--- src/rtl/adc_align_ctrl.sv ---
// rtl/adc_align_ctrl.sv - link-training sequencer for one ADC IODELAY2/ISERDES2 receiver line
module adc_align_ctrl #(
    parameter logic [5:0] PATTERN   = 6'b111000,
    parameter int         SCAN_TAPS = 64,
    parameter int         SETTLE    = 8,
    parameter int         CHECK     = 16,
    parameter int         MIN_EYE   = 4,
    parameter int         INC_GAP   = 4
) (
    input  logic       CLK,
    input  logic       RST,
    input  logic       START,
    input  logic [5:0] DOUT,
    input  logic       DBUSY,
    output logic       SRST,
    output logic       DRST,
    output logic       DCAL,
    output logic       DINC,
    output logic       BS,
    output logic       TRAINING,
    output logic       DONE,
    output logic       ERR,
    output logic [7:0] TAP,
    output logic [7:0] EYE_W,
    output logic [2:0] SLIPS
);

    typedef enum logic [3:0] {
        S_IDLE, S_SRST, S_CAL, S_SCAN, S_EVAL, S_RECENTRE, S_SLIP, S_DONE, S_FAIL
    } state_t;

    typedef enum logic [1:0] {PH_SETTLE, PH_SAMPLE, PH_GAP} phase_t;

    state_t      state;
    phase_t      phase;
    logic [15:0] cnt;
    logic        busy_seen;
    logic [5:0]  first_word;
    logic        same;
    logic        match;
    logic [7:0]  run_len;
    logic [7:0]  run_start;
    logic [7:0]  best_len;
    logic [7:0]  best_start;
    logic [7:0]  centre;

    logic        same_now;
    logic        match_now;
    logic [7:0]  run_len_nx;
    logic [7:0]  run_start_nx;
    logic        settle_done;
    logic        last_sample;
    logic        gap_done;

    // Window accumulators include the word being sampled this cycle.
    always_comb begin
        same_now     = (cnt == 16'd0) || (same && (DOUT == first_word));
        match_now    = (DOUT == PATTERN) && ((cnt == 16'd0) || match);
        run_len_nx   = run_len + 8'd1;
        run_start_nx = (run_len == 8'd0) ? TAP : run_start;
        settle_done  = (cnt == 16'(SETTLE - 1));
        last_sample  = (cnt == 16'(CHECK - 1));
        gap_done     = (cnt == 16'(INC_GAP));
    end

    always_ff @(posedge CLK or posedge RST) begin
        if (RST) begin
            state      <= S_IDLE;
            phase      <= PH_SETTLE;
            cnt        <= '0;
            busy_seen  <= 1'b0;
            first_word <= '0;
            same       <= 1'b0;
            match      <= 1'b0;
            run_len    <= '0;
            run_start  <= '0;
            best_len   <= '0;
            best_start <= '0;
            centre     <= '0;
            SRST       <= 1'b0;
            DRST       <= 1'b0;
            DCAL       <= 1'b0;
            DINC       <= 1'b0;
            BS         <= 1'b0;
            TRAINING   <= 1'b0;
            DONE       <= 1'b0;
            ERR        <= 1'b0;
            TAP        <= '0;
            EYE_W      <= '0;
            SLIPS      <= '0;
        end else begin
            DRST <= 1'b0;
            DCAL <= 1'b0;
            DINC <= 1'b0;
            BS   <= 1'b0;
            if (phase == PH_SAMPLE) begin
                first_word <= (cnt == 16'd0) ? DOUT : first_word;
                same       <= same_now;
                match      <= match_now;
            end
            case (state)
                S_IDLE: begin
                    if (START) begin
                        DONE     <= 1'b0;
                        ERR      <= 1'b0;
                        EYE_W    <= '0;
                        SLIPS    <= '0;
                        TRAINING <= 1'b1;
                        SRST     <= 1'b1;
                        DRST     <= 1'b1;
                        TAP      <= '0;
                        cnt      <= '0;
                        state    <= S_SRST;
                    end
                end
                S_SRST: begin
                    if (cnt == 16'd3) begin
                        SRST      <= 1'b0;
                        DCAL      <= 1'b1;
                        cnt       <= '0;
                        busy_seen <= 1'b0;
                        state     <= S_CAL;
                    end else begin
                        cnt <= cnt + 16'd1;
                    end
                end
                S_CAL: begin
                    if (busy_seen && !DBUSY) begin
                        state      <= S_SCAN;
                        phase      <= PH_SETTLE;
                        cnt        <= '0;
                        run_len    <= '0;
                        run_start  <= '0;
                        best_len   <= '0;
                        best_start <= '0;
                    end else if (cnt == 16'd255) begin
                        state <= S_FAIL;
                    end else begin
                        cnt <= cnt + 16'd1;
                        if (DBUSY) busy_seen <= 1'b1;
                    end
                end
                S_SCAN: begin
                    case (phase)
                        PH_SETTLE: begin
                            if (settle_done) begin
                                phase <= PH_SAMPLE;
                                cnt   <= '0;
                            end else begin
                                cnt <= cnt + 16'd1;
                            end
                        end
                        PH_SAMPLE: begin
                            if (!last_sample) begin
                                cnt <= cnt + 16'd1;
                            end else begin
                                // Best is updated as the run grows, so a run open at the last tap needs no special case.
                                if (same_now) begin
                                    run_len   <= run_len_nx;
                                    run_start <= run_start_nx;
                                    if (run_len_nx > best_len) begin
                                        best_len   <= run_len_nx;
                                        best_start <= run_start_nx;
                                    end
                                end else begin
                                    run_len <= '0;
                                end
                                if (TAP < 8'(SCAN_TAPS - 1)) begin
                                    DINC  <= 1'b1;
                                    TAP   <= TAP + 8'd1;
                                    phase <= PH_GAP;
                                    cnt   <= '0;
                                end else begin
                                    state <= S_EVAL;
                                end
                            end
                        end
                        default: begin
                            if (gap_done) begin
                                phase <= PH_SETTLE;
                                cnt   <= '0;
                            end else begin
                                cnt <= cnt + 16'd1;
                            end
                        end
                    endcase
                end
                S_EVAL: begin
                    EYE_W <= best_len;
                    if (best_len < 8'(MIN_EYE)) begin
                        state <= S_FAIL;
                    end else begin
                        centre <= best_start + {1'b0, best_len[7:1]};
                        DRST   <= 1'b1;
                        TAP    <= '0;
                        cnt    <= '0;
                        state  <= S_RECENTRE;
                    end
                end
                S_RECENTRE: begin
                    if (cnt == 16'd0) begin
                        if (TAP == centre) begin
                            state <= S_SLIP;
                            phase <= PH_SETTLE;
                        end else begin
                            DINC <= 1'b1;
                            TAP  <= TAP + 8'd1;
                            cnt  <= 16'd1;
                        end
                    end else begin
                        cnt <= gap_done ? 16'd0 : cnt + 16'd1;
                    end
                end
                S_SLIP: begin
                    if (phase == PH_SETTLE) begin
                        if (settle_done) begin
                            phase <= PH_SAMPLE;
                            cnt   <= '0;
                        end else begin
                            cnt <= cnt + 16'd1;
                        end
                    end else if (!last_sample) begin
                        cnt <= cnt + 16'd1;
                    end else if (match_now) begin
                        state <= S_DONE;
                    end else if (SLIPS == 3'd5) begin
                        state <= S_FAIL;
                    end else begin
                        BS    <= 1'b1;
                        SLIPS <= SLIPS + 3'd1;
                        phase <= PH_SETTLE;
                        cnt   <= '0;
                    end
                end
                S_DONE: begin
                    DONE     <= 1'b1;
                    TRAINING <= 1'b0;
                    state    <= S_IDLE;
                end
                S_FAIL: begin
                    ERR      <= 1'b1;
                    TRAINING <= 1'b0;
                    state    <= S_IDLE;
                end
                default: state <= S_IDLE;
            endcase
        end
    end

endmodule

--- config.mk ---
export PLATFORM = sky130hd
export DESIGN_NAME = adc_align_ctrl
export DESIGN_NICKNAME = d
export VERILOG_FILES = /design/src/rtl/adc_align_ctrl.sv
export SDC_FILE = /design/constraint.sdc
export NUM_CORES = 1
export LEC_CHECK = 0
export ABC_AREA = 1
export ABC_CLOCK_PERIOD_IN_PS = 5400
export BUFFER_PORTS_ARGS = -buffer_cell sky130_fd_sc_hd__buf_2
export CAP_MARGIN = 5
export CORE_MARGIN = 2
export CORE_UTILIZATION = 25
export DETAILED_ROUTE_END_ITERATION = 16
export PLACE_DENSITY = 0.49
export SLEW_MARGIN = 20
export SYNTH_ARGS = -nofsm -noshare
export SYNTH_HDL_FRONTEND = slang
export SYNTH_SLANG_ARGS = --single-unit
--- constraint.sdc ---
create_clock -name CLK -period 5.4 [get_ports CLK]
set_input_delay 0.27 -clock CLK [delete_from_list [all_inputs] [get_ports CLK]]
set_output_delay 0.27 -clock CLK [all_outputs]
set_load 0.02 [all_outputs]
==> qor.yml, run 1 <==
outcome: "finished with violations"
violations: "negative hold slack"
drc: 0
grt_util_all_layers_pct: 14.0
seq_area_frac_synth_pct: 38.7
tightest_slew_ps: 861
synth-edff-count: 0
slowest_stage: "dfrtp_1"
start_util_pct: 25.3
p_per_area_mw_per_mm2: 423
cts_max_level: 3
cts_tree: "built"
timing.rr.end: "best_len[7]"
cts.hold.buffers_added: 0
slew-limit-headroom_pct: 42.4
hp-class: "in2async"
cp_max_fo: 19
synth_most_common_cell: "nand2_1"
dieArea_mm2: 0.0266
setup_viol: 0
ios: 37
yosys.cell_types.count: 43
startpoint_type: "register"
grt_pass1_vias: 5405
place.gp.congestion: 0.852
synth.top_cells.by_area: "dfrtp_1 39%, nand2_1 14%, nand3_1 6.3%"
peakVddDrop_mv: 0.141
gr-total-overflow: 0
synth_nets: 917
fillCellCount: 2785
wirelength_mm: 18.0
leakagePower_nw: 3.50
crit_chain: "nand3_1, nor3_1, nand2_1, xor2_1, ha_1, nand2_1, nor2_1, nand3_1, o21ai_0, nand2_1, nand2_4, o21ai_0"
synth_top_area_share_pct: 38.7
rsz0062_at_grt: "false"
dr.first_iter.drc_count: 419
critPathMaxStageDelay_ps: 430
crit_buf_inv: 0
viasPerCell: 4.68
grt_max_degree: 53
die_h_um: 163
synthTopCellsByCount: "235 x nand2_1, 98 x dfrtp_1, 97 x inv_1, 87 x nor2_1, 80 x nand3_1"
clk_pin_slew_ps: 80
ant_nets: 0
route.vias.total: 5807
startpoint: "run_len[2]"
antenna_cells: 0
fp-row-count: 58
cp_top_family: "simple AND/OR/NAND/NOR gates"
setup_tns_ps: 0
whs_ps: -15.4
layout.nets: 940
async_flop_share_pct: 100
total_power_mw: 3.02
fin_skew_ps: 15.7
cp.required_ps: 5640
regToRegStartpoint: "run_len[2]"
core_area_mm2: 0.0250
antenna_found_initial: 0
die_w_um: 163
r2r_cells: 12
area.growth.synth_to_final_pct: 12.7
yosysTopAreaCell: "dfrtp_1"
cts_buffers: 9
maxCapViolations: 0
regToRegSetupSlack_ps: 2500
syn-instance-count: 884
wire_per_inst_um: 14.5
arrival_ps: 3140
grt_pass1_wl_mm: 29.5
synth_ff_type: "dfrtp_1"
cpMostUsedCell: "nand2_1"
endpoint_kind: "register"
cts_sinks: 98
cts_buffer_depth: 2
final-hold-violation-count: 16
port_buffers: 36
cts-resized-gates: 0
clk_latency_ps: 360
postCtsSetupRepairBufs: 0
syn_area_per_cell_um2: 7.17
multi_input_area_mm2: 0.00337
ys.warnings.count: 0
fmax_ghz: 0.345
min_period_ps: 2900
fin_crit_sh_pct: 53.7
finalMaxSlewViolations: 0
yosys_register_bits: 98
critPathKind: "reg2reg"
firstDrtPassIters: 6
netlist_area_mm2: 0.00634
seq_area_mm2: 0.00245
drive_above_1_share_pct: 10.2
dpl.hpwl_mm: 13.2
cts_root_buf: "clkbuf_16"
per-stage QoR:
stage	utilization, %	hold slack [ps]	area, um^2	setup WS [ps]	cells
global placement	27.2	410	6820	2550	1226
detailed placement	27.2	415	6820	2520	1226
CTS	28.5	23.1	7140	2490	1242
finish	28.5	-15.4	7140	2500	1242
global route	28.5	47.4	7140	2070	1242
floorplan	-	415	6340	2570	884
sequential cells by signal (all words and copies together) (netlist names), 2 cells and up:
register and cells:
cnt 16, centre 8, EYE_W 8, state 4
first_word 6, run_start 8, TAP 8, best_start 8
run_len 8, SLIPS 3, phase 2, best_len 8
routing by layer:
layer | global-route usage (%) | vias to the layer above | part of all wire [%]
met5 | 0 | - | 0
met4 | 3.26 | 0 | 1.1
met3 | 2.36 | 16 | 3.0
met2 | 23.3 | 92 | 49
met1 | 18.8 | 2754 | 47
li1 | - | 2945 | -
where the power goes:
| group | internal [mW] | leakage (nW) | switching [mW] |
|---|---|---|---|
| Clock | 0.374 | 0.157 | 0.336 |
| Combinational | 0.361 | 2.02 | 0.940 |
| Sequential | 0.874 | 1.33 | 0.136 |
cells by family after synthesis:
family	after synthesis	share of synthesized area (%)
AND/OR/NAND/NOR	477	33.8
adder cells (fa/ha/maj)	23	4.66
buffers and inverters	131	8.21
flip-flops	98	38.7
AO/OA/AOI/OAI	128	10.9
XOR/XNOR	27	3.73
layout make-up:
type | instances | area share, %
multi-input combinational | 655 | 47.1
sequential | 98 | 34.3
tap | 330 | 5.78
inverter | 106 | 5.62
clock buffer | 9 | 3.15
timing repair buffer | 37 | 2.63
clock inverter | 7 | 1.33
worst max path at each step:
stage,cells past startpoint,slack (ps),end
2_1_floorplan,1,2570,BS
3_3_place_gp,14,2550,best_len[7]
3_5_place_dp,14,2520,best_len[7]
4_1_cts,14,2490,best_len[5]
5_1_grt,15,2070,best_len[6]
6_report,12,2500,best_len[7]
cell usage in the layout, fill, tap and decap left out, types with 2 or more instances in the layout:
cell type  count
inv_8          2
xor2_1        18
nand2_2        5
nand3b_1       2
nand3_1       80
or2_2          5
buf_2         36
clkbuf_16      9
nor2_4         4
a21oi_1       23
nor3_1        12
nand2_1      235
nor2_2         7
ha_1          22
o22ai_1        3
nor2_1        87
clkinv_4       2
o21ai_0       75
nand4_1       31
o21ai_1       10
o2111ai_1      5
a21o_1         2
o31ai_1        4
inv_1         96
xnor2_1        9
inv_2          8
nand2_4        3
dfrtp_1       98
Power figures use the tool's default switching activity.
==> run 2: changes to the inputs <==
--- a/config.mk
+++ b/config.mk
@@ -6,13 +6,13 @@
 export NUM_CORES = 1
 export LEC_CHECK = 0
 export ABC_AREA = 1
-export ABC_CLOCK_PERIOD_IN_PS = 5400
+export ABC_CLOCK_PERIOD_IN_PS = 2400
 export BUFFER_PORTS_ARGS = -buffer_cell sky130_fd_sc_hd__buf_2
 export CAP_MARGIN = 5
 export CORE_MARGIN = 2
 export CORE_UTILIZATION = 25
 export DETAILED_ROUTE_END_ITERATION = 16
-export PLACE_DENSITY = 0.49
+export PLACE_DENSITY = 0.51
 export SLEW_MARGIN = 20
 export SYNTH_ARGS = -nofsm -noshare
 export SYNTH_HDL_FRONTEND = slang
==> constraint.sdc (replaced) <==
create_clock -name CLK -period 2.4 [get_ports CLK]
set_input_delay 0.12 -clock CLK [delete_from_list [all_inputs] [get_ports CLK]]
set_output_delay 0.12 -clock CLK [all_outputs]
set_load 0.02 [all_outputs]
==> run 2 against run 1 <==
The flow now finishes without violations. Sequential share of layout area shrank 2.3 points. Sequential power grew 120%. First-iteration DRC count shrank 13%. Clock skew shrank 6.8 ps. Utilization grew 2.0 points. Combinational power grew to 2.8 times the previous value. Cell count grew 4.1%. Final area grew 7.2%. Wire length grew 1.1%. Clock power grew 130%. Global-route usage grew 0.28 points. Highest routed layer unchanged.
==> qor.yml, run 2 (same netlist as run 1, synthesis figures left out) <==
crit_path_end: "best_start[1]"
ios: 37  # unchanged
setup_tns_ps: 0  # unchanged
viasPerCell: 4.60  # -1.6%
layout.nets: 991  # +5.4%
leakagePower_nw: 3.78  # +7.8%
hp-class: "in2reg"
rsz0062_at_grt: "true"
final-hold-violation-count: 0  # -16
peakVddDrop_mv: 0.396  # +180%
clk_pin_slew_ps: 70  # about the same
timing.rr.end: "best_start[1]"
placed_area_mm2: 0.00722  # +5.9%
grt_pass1_vias: 5786  # +7.0%
final_cell_area_mm2: 0.00765  # +7.2%
placed_cells: 1276  # +4.1%
grt_util_all_layers_pct: 14.2  # +0.28 points
route.vias.total: 5949  # +2.4%
pre_cts_ws_ps: -88.7  # -2610 ps
largest_reg_flops: 16  # unchanged
setup_ws_ps: 94.2  # -2400 ps
dieArea_mm2: 0.0266  # unchanged
regToRegSetupSlack_ps: 90  # -2400 ps
die_w_um: 163  # unchanged
tightest_slew_ps: 772  # -89.0 ps
netSwitchingFraction_pct: 44.1  # -2.6 points
cts_tree: "built"
setup_viol: 0  # unchanged
wire_per_inst_um: 14.1  # -2.9%
final_core_util_pct: 30.6  # +2.0 points
fp-row-count: 58  # unchanged
drc: 0  # unchanged
netSwitchingPower_mw: 3.29  # +130%
grt_pass1_wl_mm: 29.8  # +0.96%
area.growth.synth_to_final_pct: 20.7
core_area_mm2: 0.0250  # unchanged
maxCapViolations: 0  # unchanged
critPathKind: "reg2reg"
place.gp.congestion: 0.868  # +1.9%
finalMaxSlewViolations: 0  # unchanged
cts_max_level: 3  # unchanged
final_cells: 1293  # +4.1%
antenna_cells: 0  # unchanged
cp.required_ps: 2650  # -2990 ps
start_util_pct: 25.3  # unchanged
outcome: "finished clean"
antenna_found_initial: 0  # unchanged
gr-total-overflow: 0  # unchanged
cp_max_fo: 8  # -11
cts_buffers: 9  # unchanged
slew-limit-headroom_pct: 48.5  # +6.1 points
cts_root_buf: "clkbuf_16"
p_seq_share_pct: 30.1  # -3.3 points
final_cell_mix: "233 x nand2_1, 98 x dfrtp_1, 96 x inv_1"
largest-register: "cnt"
dr.first_iter.drc_count: 366  # -13%
p_per_area_mw_per_mm2: 976  # +130%
grt_max_degree: 58  # +9.4%
regToRegStartpoint: "run_len[0]"
p_int_mw: 4.18  # +160%
fmax_ghz: 0.434  # +26%
firstDrtPassIters: 5  # -1
p_comb_share_pct: 48.0  # +4.9 points
cts_buffer_depth: 2  # unchanged
dpl.hpwl_mm: 13.8  # +4.1%
fin_crit_sh_pct: 96.1  # +42 points
layout_commonest_cell: "nand2_1"
clk_latency_ps: 360  # about the same
drive_above_1_share_pct: 16.3  # +6.1 points
postCtsSetupRepairBufs: 0  # unchanged
ant_nets: 0  # unchanged
endpoint_kind: "register"
min_period_ps: 2310  # -596 ps
r2r_cells: 15  # +3
wirelength_mm: 18.2  # +1.1%
p_clk_share_pct: 21.9  # -1.6 points
startpoint: "run_len[0]"
cts_sinks: 98  # unchanged
arrival_ps: 2560  # -580 ps
startpoint_type: "register"
die_h_um: 163  # unchanged
fin_skew_ps: 8.93  # -6.78 ps
port_buffers: 36  # unchanged
==> run 2: repair_timing <==
item,CTS,global route
setup endpoints to repair,16,19
hold buffers,1,0
pin swaps,0,14
hold endpoints to repair,41,0
resized for setup,3,21
==> run 2: worst min path at each step <==
stage                     startpoint             to  slack (ps)  cells after the start
final                        DOUT[5]  first_word[5]          50                      3
after global routing         DOUT[5]  first_word[5]          60                      3
after CTS                    DOUT[5]  first_word[5]          40                      3
after detailed placement         RST       EYE_W[7]         330                      3
after global placement           RST       EYE_W[7]         320                      3
after floorplan              DOUT[5]  first_word[5]         270                      2
==> run 2: power by group through the flow <==
stage	logic, mW	registers, mW	clock network [mW]
after floorplan	2.19	2.24	0
after global placement	3.41	2.27	0
after detailed placement	3.42	2.27	0
after CTS	3.47	2.24	1.68
after global routing	4.01	2.29	1.76
final	3.59	2.25	1.63
==> run 2: metrics by stage <==
step / hold slack [ps] / total power [mW]
final: 51.5 / 7.47
after global routing: 55.2 / 8.05
after CTS: 39.5 / 7.40
after detailed placement: 328 / 5.69
after global placement: 322 / 5.68
after floorplan: 265 / 4.43
==> run 2: metal layers <==
metal	up-vias	track usage, %	part of all wire, %	wire length, um
met4	0	4.83	2.3	425
met3	26	2.31	3.2	586
met2	92	24.6	49	8900
met1	2795	18.0	45	8250
met5	-	0	0	0
li1	3036	-	-	-
==> run 2: layout make-up <==
type	count	area (um^2)
clock buffer	11	243
clock inverter	5	82.6
fill	2676	17400
inverter	106	403
multi-input combinational	655	3450
sequential	98	2450
tap	330	413
timing repair buffer	88	606
==> run 2: critical path, cell delays in order (launching register included) <==
cell and delay (ps):
dfrtp_1 380, ha_2 200, nand2_2 60, nor2_2 90, nand2_1 70, xor2_1 170
inv_1 60, ha_1 270, nand2_1 70, nor2_2 130, nand3_2 120, o21ai_4 190
nand2_4 100, buf_6 160, nand3_1 70, nand2_1 50
